===== src/rtl/rtc_event_scheduler.sv =====
// RTC-timed event scheduler: a FIFO of {sec, nsec, tag} events, each fired when the RTC reaches its target.
// Build option RTC_SCHED_LATE_DROP_EN: a head that is already due when loaded is dropped (drop_out) instead of fired.
module rtc_event_scheduler #(
    parameter int DEPTH     = 4,
    parameter int TAG_WIDTH = 8
) (
    input  logic                   aclk,
    input  logic                   areset,
    input  logic [31:0]            rtc_sec,
    input  logic [31:0]            rtc_nsec,
    input  logic                   sched_valid,
    output logic                   sched_ready,
    input  logic [31:0]            sched_sec,
    input  logic [31:0]            sched_nsec,
    input  logic [TAG_WIDTH-1:0]   sched_tag,
    input  logic                   flush,
    output logic                   trig_out,
    output logic [TAG_WIDTH-1:0]   trig_tag,
    output logic                   trig_late,
    output logic [$clog2(DEPTH):0] level,
    output logic                   drop_out
);

    localparam int PTR_W = $clog2(DEPTH);
    localparam int LVL_W = PTR_W + 1;
    localparam logic [LVL_W-1:0] FULL_LEVEL = LVL_W'(DEPTH);

    typedef enum logic [1:0] {
        IDLE,
        LOAD,
        WAIT,
        FIRE
    } state_t;

    state_t               state;
    state_t               state_next;
    logic [63:0]          mem_time [DEPTH];
    logic [TAG_WIDTH-1:0] mem_tag  [DEPTH];
    logic [PTR_W-1:0]     wr_ptr;
    logic [PTR_W-1:0]     rd_ptr;
    logic [LVL_W-1:0]     level_q;
    logic [LVL_W-1:0]     level_next;
    logic [63:0]          head_time;
    logic [TAG_WIDTH-1:0] head_tag;
    logic [63:0]          cmp_time;
    logic                 due_now;
    logic                 due_q;
    logic                 late_q;
    logic                 push;
    logic                 pop;

    assign sched_ready = !areset && !flush && (level_q < FULL_LEVEL);
    assign push        = sched_valid && sched_ready;
    assign pop         = (state == FIRE) && !flush;
    assign level       = level_q;

    // During LOAD the head register is still being filled, so compare straight against the FIFO slot.
    assign cmp_time = (state == LOAD) ? mem_time[rd_ptr] : head_time;
    assign due_now  = {rtc_sec, rtc_nsec} >= cmp_time;

    always_comb begin
        // NOTE: every output of this block gets a default first, so no path can infer a latch.
        state_next = state;
        level_next = level_q;

        case ({push, pop})
            2'b10:   level_next = level_q + 1'b1;
            2'b01:   level_next = level_q - 1'b1;
            default: level_next = level_q;
        endcase

        case (state)
            IDLE:    if (level_q != '0) state_next = LOAD;
            LOAD:    state_next = WAIT;
            WAIT:    if (due_q) state_next = FIRE;
            FIRE:    state_next = (level_next != '0) ? LOAD : IDLE;
            default: state_next = IDLE;
        endcase

        if (flush) state_next = IDLE;
    end

    // NOTE: the event storage has no reset; a slot is only ever read behind a nonzero level.
    always_ff @(posedge aclk) begin
        if (push) begin
            mem_time[wr_ptr] <= {sched_sec, sched_nsec};
            mem_tag[wr_ptr]  <= sched_tag;
        end
    end

`ifdef RTC_SCHED_LATE_DROP_EN
    logic drop_q;
    assign drop_out = drop_q;
`else
    assign drop_out = 1'b0;
`endif

    // NOTE: state is updated with non-blocking assignments so every register samples pre-edge values.
    always_ff @(posedge aclk) begin
        if (areset) begin
            state     <= IDLE;
            wr_ptr    <= '0;
            rd_ptr    <= '0;
            level_q   <= '0;
            due_q     <= 1'b0;
            late_q    <= 1'b0;
            head_time <= '0;
            head_tag  <= '0;
            trig_out  <= 1'b0;
            trig_tag  <= '0;
            trig_late <= 1'b0;
`ifdef RTC_SCHED_LATE_DROP_EN
            drop_q    <= 1'b0;
`endif
        end else begin
            state     <= state_next;
            trig_out  <= 1'b0;
            trig_late <= 1'b0;
            due_q     <= due_now;
`ifdef RTC_SCHED_LATE_DROP_EN
            drop_q    <= 1'b0;
`endif
            if (flush) begin
                wr_ptr  <= '0;
                rd_ptr  <= '0;
                level_q <= '0;
                due_q   <= 1'b0;
                late_q  <= 1'b0;
            end else begin
                if (push) wr_ptr <= wr_ptr + 1'b1;
                if (pop)  rd_ptr <= rd_ptr + 1'b1;
                level_q <= level_next;

                if (state == LOAD) begin
                    head_time <= mem_time[rd_ptr];
                    head_tag  <= mem_tag[rd_ptr];
                    late_q    <= due_now;
                end

                if (pop) begin
`ifdef RTC_SCHED_LATE_DROP_EN
                    if (late_q) begin
                        drop_q <= 1'b1;
                    end else begin
                        trig_out <= 1'b1;
                        trig_tag <= head_tag;
                    end
`else
                    trig_out  <= 1'b1;
                    trig_tag  <= head_tag;
                    trig_late <= late_q;
`endif
                end
            end
        end
    end

endmodule


===== config.mk =====
export PLATFORM = sky130hd
export DESIGN_NAME = rtc_event_scheduler
export DESIGN_NICKNAME = d
export VERILOG_FILES = /design/src/rtl/rtc_event_scheduler.sv
export SDC_FILE = /design/constraint.sdc
export NUM_CORES = 1
export LEC_CHECK = 0
export CORE_ASPECT_RATIO = 1.75
export CORE_UTILIZATION = 61
export CTS_CLUSTER_DIAMETER = 50
export DETAILED_ROUTE_END_ITERATION = 16
export PLACE_DENSITY = 0.84
export RECOVER_POWER = 25
export REMOVE_ABC_BUFFERS = 1
export SLEW_MARGIN = 20
export SYNTH_ARGS = -nofsm -noshare
export SYNTH_HDL_FRONTEND = slang
export SYNTH_SLANG_ARGS = --single-unit
export TNS_END_PERCENT = 5

===== constraint.sdc =====
create_clock -name aclk -period 10.3 [get_ports aclk]
set_input_delay 1.03 -clock aclk [delete_from_list [all_inputs] [get_ports aclk]]
set_output_delay 1.03 -clock aclk [all_outputs]
set_load 0.01 [all_outputs]

Yosys cells after proc, flatten, opt, wreduce, memory -nomap -nowiden. Memories as Yosys holds them, arrays and structs flattened. A register that Yosys moved wholly into a read port is not among the register bits. Index checks and enable logic that the tools add are counted.

Bits in registers: 85. Memory bits (writable): 288. Input port bits: 140. Output and inout bits: 15. Logic and storage cells: 52. Memories kept: 2.

Memory list: mem_time (depth 4, bits a word 64, rd ports 1, clocked after Yosys merged registers in 1, wr ports 1, line 37) `logic [63:0] mem_time [DEPTH];`; mem_tag (depth 4, bits a word 8, rd ports 1, clocked after Yosys merged registers in 1, wr ports 1, line 38) `logic [TAG_WIDTH-1:0] mem_tag [DEPTH];`.

Add/sub/neg operators: 4. Magnitude comparators: 2. Equality and inequality tests: 7. Muxes and demuxes: 11. Bitwise logic cells: 2. Reductions and logical operators: 14.

Operators with widths (number): $ge A64 B64 Y1 (1); $mux W64 (1); $mux W2 (4); $pmux W2 S4 (1); $eq A2 B2 Y1 const B (3); $pmux W3 S2 (1); $reduce_and A2 Y1 (3); $reduce_bool A3 Y1 (2); $add A2 B1 Y2 const B (2); $eq A2 B1 Y1 const B (2); $logic_and A1 B1 Y1 (4); $mux W1 (4); $ne A2 B2 Y1 const B (2); $add A3 B1 Y3 const B (1); $lt A3 B3 Y1 const B (1); $reduce_or A3 Y1 (1); $sub A3 B1 Y3 const B (1); $logic_not A1 Y1 (2); $logic_not A2 Y1 (1); $not A1 Y1 (2); $reduce_or A2 Y1 (1).

Longest topological paths before layout.
Word-level depth: 9. Gate-level depth with buffers: 14. Depth with buffers taken out: 11.

Worst setup path after synthesis. No wires, ideal clock.

Path type: input to register. Start: input areset. End: memory mem_tag[0][0] (enable). Library setup time: 0.438 ns. Data arrival time: 3.524 ns. Slack: 6.338 ns. Cell stages on the path: 5. Cell sequence: clkbuf_1 > nor2_1 > and3_1 > clkbuf_1 > and2_1.

Cells in the longest elaborated chain, start to end: 6.

Ends and longest elaborated chain: start, declared (line 8) `input logic areset,`; $logic_not A1 Y1 (line 52) `assign sched_ready = !areset && !flush && (level_q < FULL_LEVEL);`; $logic_and A1 B1 Y1 (2 in a row) (line 52); $logic_and A1 B1 Y1 (line 53) `assign push = sched_valid && sched_ready;`; $mux W1 (line 85) `if (push) begin`; $mux W1 (not written as such) (line 87) `mem_tag[wr_ptr] <= sched_tag;`; end, declared (line 38).

No other way between the ends.

==> metrics.md <==
| Metric | Value |
|---|---|
| Final worst path period need | 4290 ps |
| Number of vias per cell after detailed routing | 6.04 |
| Reg-to-reg slack, setup | 6010 ps |
| Number of distinct library cells after synthesis | 48 |
| Area delta synth->final | 18.6% |
| Drt first pass iters | 7 |
| Post-CTS Setup Bufs | 0 |
| Die boundary width | 124 um |
| Maximum number of pins on one net before global-route repair | 81 |
| Top achievable clock speed | 0.233 GHz |
| Total Nets Final | 1405 |
| Async set-reset flop share out of synthesis | 0 |
| Number of maximum-capacitance violations | 0 |
| Final sum of negative setup slack | 0 ps |
| Largest vdd supply drop | 0.151 mV |
| Class of the tightest hold or removal check | reg2reg |
| Clock latency reported for the late side of the worst-skew pair | 520 ps |
| Period Utilization, post-route | 0.416 |
| Final count of negative-setup-slack endpoints | 0 |
| Top cell type's share of synthesized area | 0.544 |
| Number of filler instances in the final layout | 1535 |
| Total congestion overflow | 0 |
| Max Slew Vio Count | 0 |
| Post-synthesis simple-gate area fraction | 0.0651 |
| Post-synthesis sequential area ratio | 0.663 |
| Mux contribution to synthesized area | 0.144 |
| Yosys warns | 0 |
| Antenna violations before repair | 7 |
| Starting Density | 0.625 |
| Post-CTS resize count | 0 |
| Slew HR | 0.238 |
| Final hold vios | 0 |
| Critical path buffer and inverter count | 1 |
| Final cell count without fillers | 1536 |
| Detail-routed net length per standard cell | 21.8 um |
| Commonest cells after routing, fill and taps aside | 288 x sky130_fd_sc_hd__edfxtp_1, 183 x sky130_fd_sc_hd__nand2_1, 108 x sky130_fd_sc_hd__clkdlybuf4s50_1, 104 x sky130_fd_sc_hd__a21oi_1, 93 x sky130_fd_sc_hd__dfxtp_1 |
| Crit Path Max Fanout | 33 |
| Post-synth top area cell | sky130_fd_sc_hd__edfxtp_1 |
| Global-route usage over all layers | 0.263 |
| Total power draw | 3.09 mW |
| Num rows | 77 |
| RD Place Congestion | 0.784 |
| Run status | complete, no violations |
| Class of the most critical setup path | reg2reg |
| Worst setup skew after layout | 13.7 ps |
| PortBufs | 153 |
| Setup repair after global routing missed its margin | no |
| DP HPWL | 21.0 mm |
| Required time of the worst setup path | 10660 ps |
| Routed wire length | 33.6 mm |
| Post-synthesis cell count | 1045 |
| Wire length of the first global-routing pass | 51.8 mm |
| Maximum root-to-sink buffer count | 3 |
| Mean cell area of the mapped netlist | 15.2 sq um |
| Prevailing post-synth register cell | sky130_fd_sc_hd__edfxtp_1 |
| Num CTS Buffers | 34 |
| Fraction of final layout cells with drive strength greater than 1 | 0.119 |
| DIE AREA | 26700 sq um |
| Vias in the first global route | 9906 |
| Post-synthesis compound-gate area fraction | 0.0461 |
| Dominant combinational cell family by area after synthesis | multiplexers |
| Hold endpoint | trig_tag[6] |
| CTS Root Buffer Type | sky130_fd_sc_hd__clkbuf_16 |
| CTS Hold Buffers Added | 0 |
| # IOs | 155 |
| Syn Std Cell Area | 15900 sq um |
| Seq cells post-synth | 383 |
| Core area | 25400 sq um |
| Category of the worst setup path capture point | flip-flop |
| FF-to-FF End | late_q |
| EDFF count, synth | 288 |
| Leading cell type in the layout, fill and taps excluded | sky130_fd_sc_hd__edfxtp_1 |
| Fraction of synthesized cell area in xor and xnor cells | 0.00330 |
| P per Cell Area | 164 nW/um^2 |
| DRC errors left | 0 |
| Crit path arrival time | 4650 ps |
| Post-synthesis adder-cell area fraction | 0.0595 |
| Placed Instances | 1470 |
| Violation count after the first detailed-routing iteration | 697 |
| LEAKAGE | 5.95 nW |
| Clock tree from TritonCTS | done |
| Cells traversed along the worst timing path | buf_4 > mux4_2 > mux2i_1 > ha_1 > a21o_1 > a221o_1 > nand2_1 > o211ai_1 > nor4_1 > o31a_1 > o22ai_2 |
| Via count | 9275 |
| Die Ht | 216 um |
| Number of sinks handled by clock tree synthesis | 383 |
| Nature of the critical path startpoint | flip-flop |
| Remaining antenna violation count after routing | 0 |
| Delay of the slowest critical-path stage | 760 ps |
| Ranking of synthesized cells by area | sky130_fd_sc_hd__edfxtp_1 54%, sky130_fd_sc_hd__dfxtp_1 12%, sky130_fd_sc_hd__mux4_2 10% |
| Cell with the largest stage delay on the worst path | sky130_fd_sc_hd__dfxtp_4 |
| Clock Pin Slew Worst Setup and Hold Paths | 60 ps |
| Number of H-tree branching levels | 2 |
| Instance count along the most critical hold path | 2 |
| Worst Tran Pin Value | 1140 ps |
| Startpoint of the worst hold path | head_tag[6] |
| Top delay family on crit path | compound AO/OA/AOI/OAI gates |
| R2r worst-path depth | 11 |
[sequential cells by signal (all words and copies together) (netlist names), named ones only]
register,flops
trig_tag,8
head_time,64
state,2
trig_out,1
due_q,1
head_tag,8
mem_tag,32
trig_late,1
late_q,1
rd_ptr,2
level,3
mem_time,256
wr_ptr,2
[layout make-up]
class / count / area (sq um) / share of cell area
sequential: 383 / 10600 / 0.560
multi-input combinational: 597 / 5090 / 0.270
timing repair buffer: 162 / 1660 / 0.0880
clock buffer: 46 / 960 / 0.0509
tap: 316 / 395 / 0.0210
clock inverter: 14 / 144 / 0.00763
inverter: 12 / 45.0 / 0.00239
antenna: 6 / 15.0 / 0.000796
[cell families after synthesis]
family	after synthesis
AO/OA/AOI/OAI	134
other	1
adder cells (fa/ha/maj)	75
buffers and inverters	65
multiplexers	138
flip-flops	383
XOR/XNOR	6
AND/OR/NAND/NOR	243
[worst min-delay path, stage by stage (launching register included)]
cell and delay [ps]:
sky130_fd_sc_hd__dfxtp_1 310, sky130_fd_sc_hd__nand2_1 50, sky130_fd_sc_hd__a21oi_1 50
[metal layers]
| layer | wire, um | vias to the layer above | track usage |
|---|---|---|---|
| met2 | 18300 | 354 | 0.473 |
| met5 | 10 | - | 0 |
| met1 | 11900 | 4564 | 0.291 |
| met4 | 1620 | 2 | 0.145 |
| li1 | - | 4262 | - |
| met3 | 1710 | 93 | 0.0383 |
[cells in the mapped netlist, types with 3 or more instances]
| library cell | instances |
|---|---|
| sky130_fd_sc_hd__a211oi_1 | 3 |
| sky130_fd_sc_hd__mux4_2 | 72 |
| sky130_fd_sc_hd__a221oi_1 | 4 |
| sky130_fd_sc_hd__a21oi_1 | 104 |
| sky130_fd_sc_hd__nor4_1 | 7 |
| sky130_fd_sc_hd__edfxtp_1 | 288 |
| sky130_fd_sc_hd__xnor2_1 | 4 |
| sky130_fd_sc_hd__clkbuf_1 | 32 |
| sky130_fd_sc_hd__buf_2 | 4 |
| sky130_fd_sc_hd__mux2i_1 | 65 |
| sky130_fd_sc_hd__nand2_1 | 183 |
| sky130_fd_sc_hd__o21ai_0 | 12 |
| sky130_fd_sc_hd__buf_1 | 8 |
| sky130_fd_sc_hd__inv_1 | 11 |
| sky130_fd_sc_hd__buf_4 | 7 |
| sky130_fd_sc_hd__dfxtp_1 | 95 |
| sky130_fd_sc_hd__and2_1 | 6 |
| sky130_fd_sc_hd__ha_1 | 74 |
| sky130_fd_sc_hd__nand3_1 | 5 |
| sky130_fd_sc_hd__nor2_1 | 20 |
| sky130_fd_sc_hd__nand4_1 | 7 |
[worst max-delay path by stage]
stage,from,endpoint,slack (ps),cells past startpoint
6_report,flip-flop,late_q,6010,11
3_5_place_dp,flip-flop,late_q,6030,11
5_1_grt,flip-flop,late_q,5770,11
3_3_place_gp,flip-flop,late_q,6090,11
2_1_floorplan,state[1],head_time[0],4840,5
4_1_cts,flip-flop,late_q,5910,11
[power breakdown]
part / internal [mW] / switching [mW] / leakage (nW)
Clock: 0.731 / 0.535 / 0.535
Combinational: 0.0786 / 0.0765 / 2.04
Sequential: 1.67 / 0.00378 / 3.37
Total: 2.48 / 0.615 / 5.95
[per-stage QoR]
step                      hold WS, ps  cell area [sq um]  setup slack (ps)   util
after global routing              474              18900              5770  0.742
after detailed placement          443              17700              6030  0.698
after floorplan                   426              15700              4840      -
final                             452              18900              6010  0.742
after global placement            439              17600              6090  0.694
after CTS                         452              18800              5910  0.741
(Power assumes the default switching activity.)
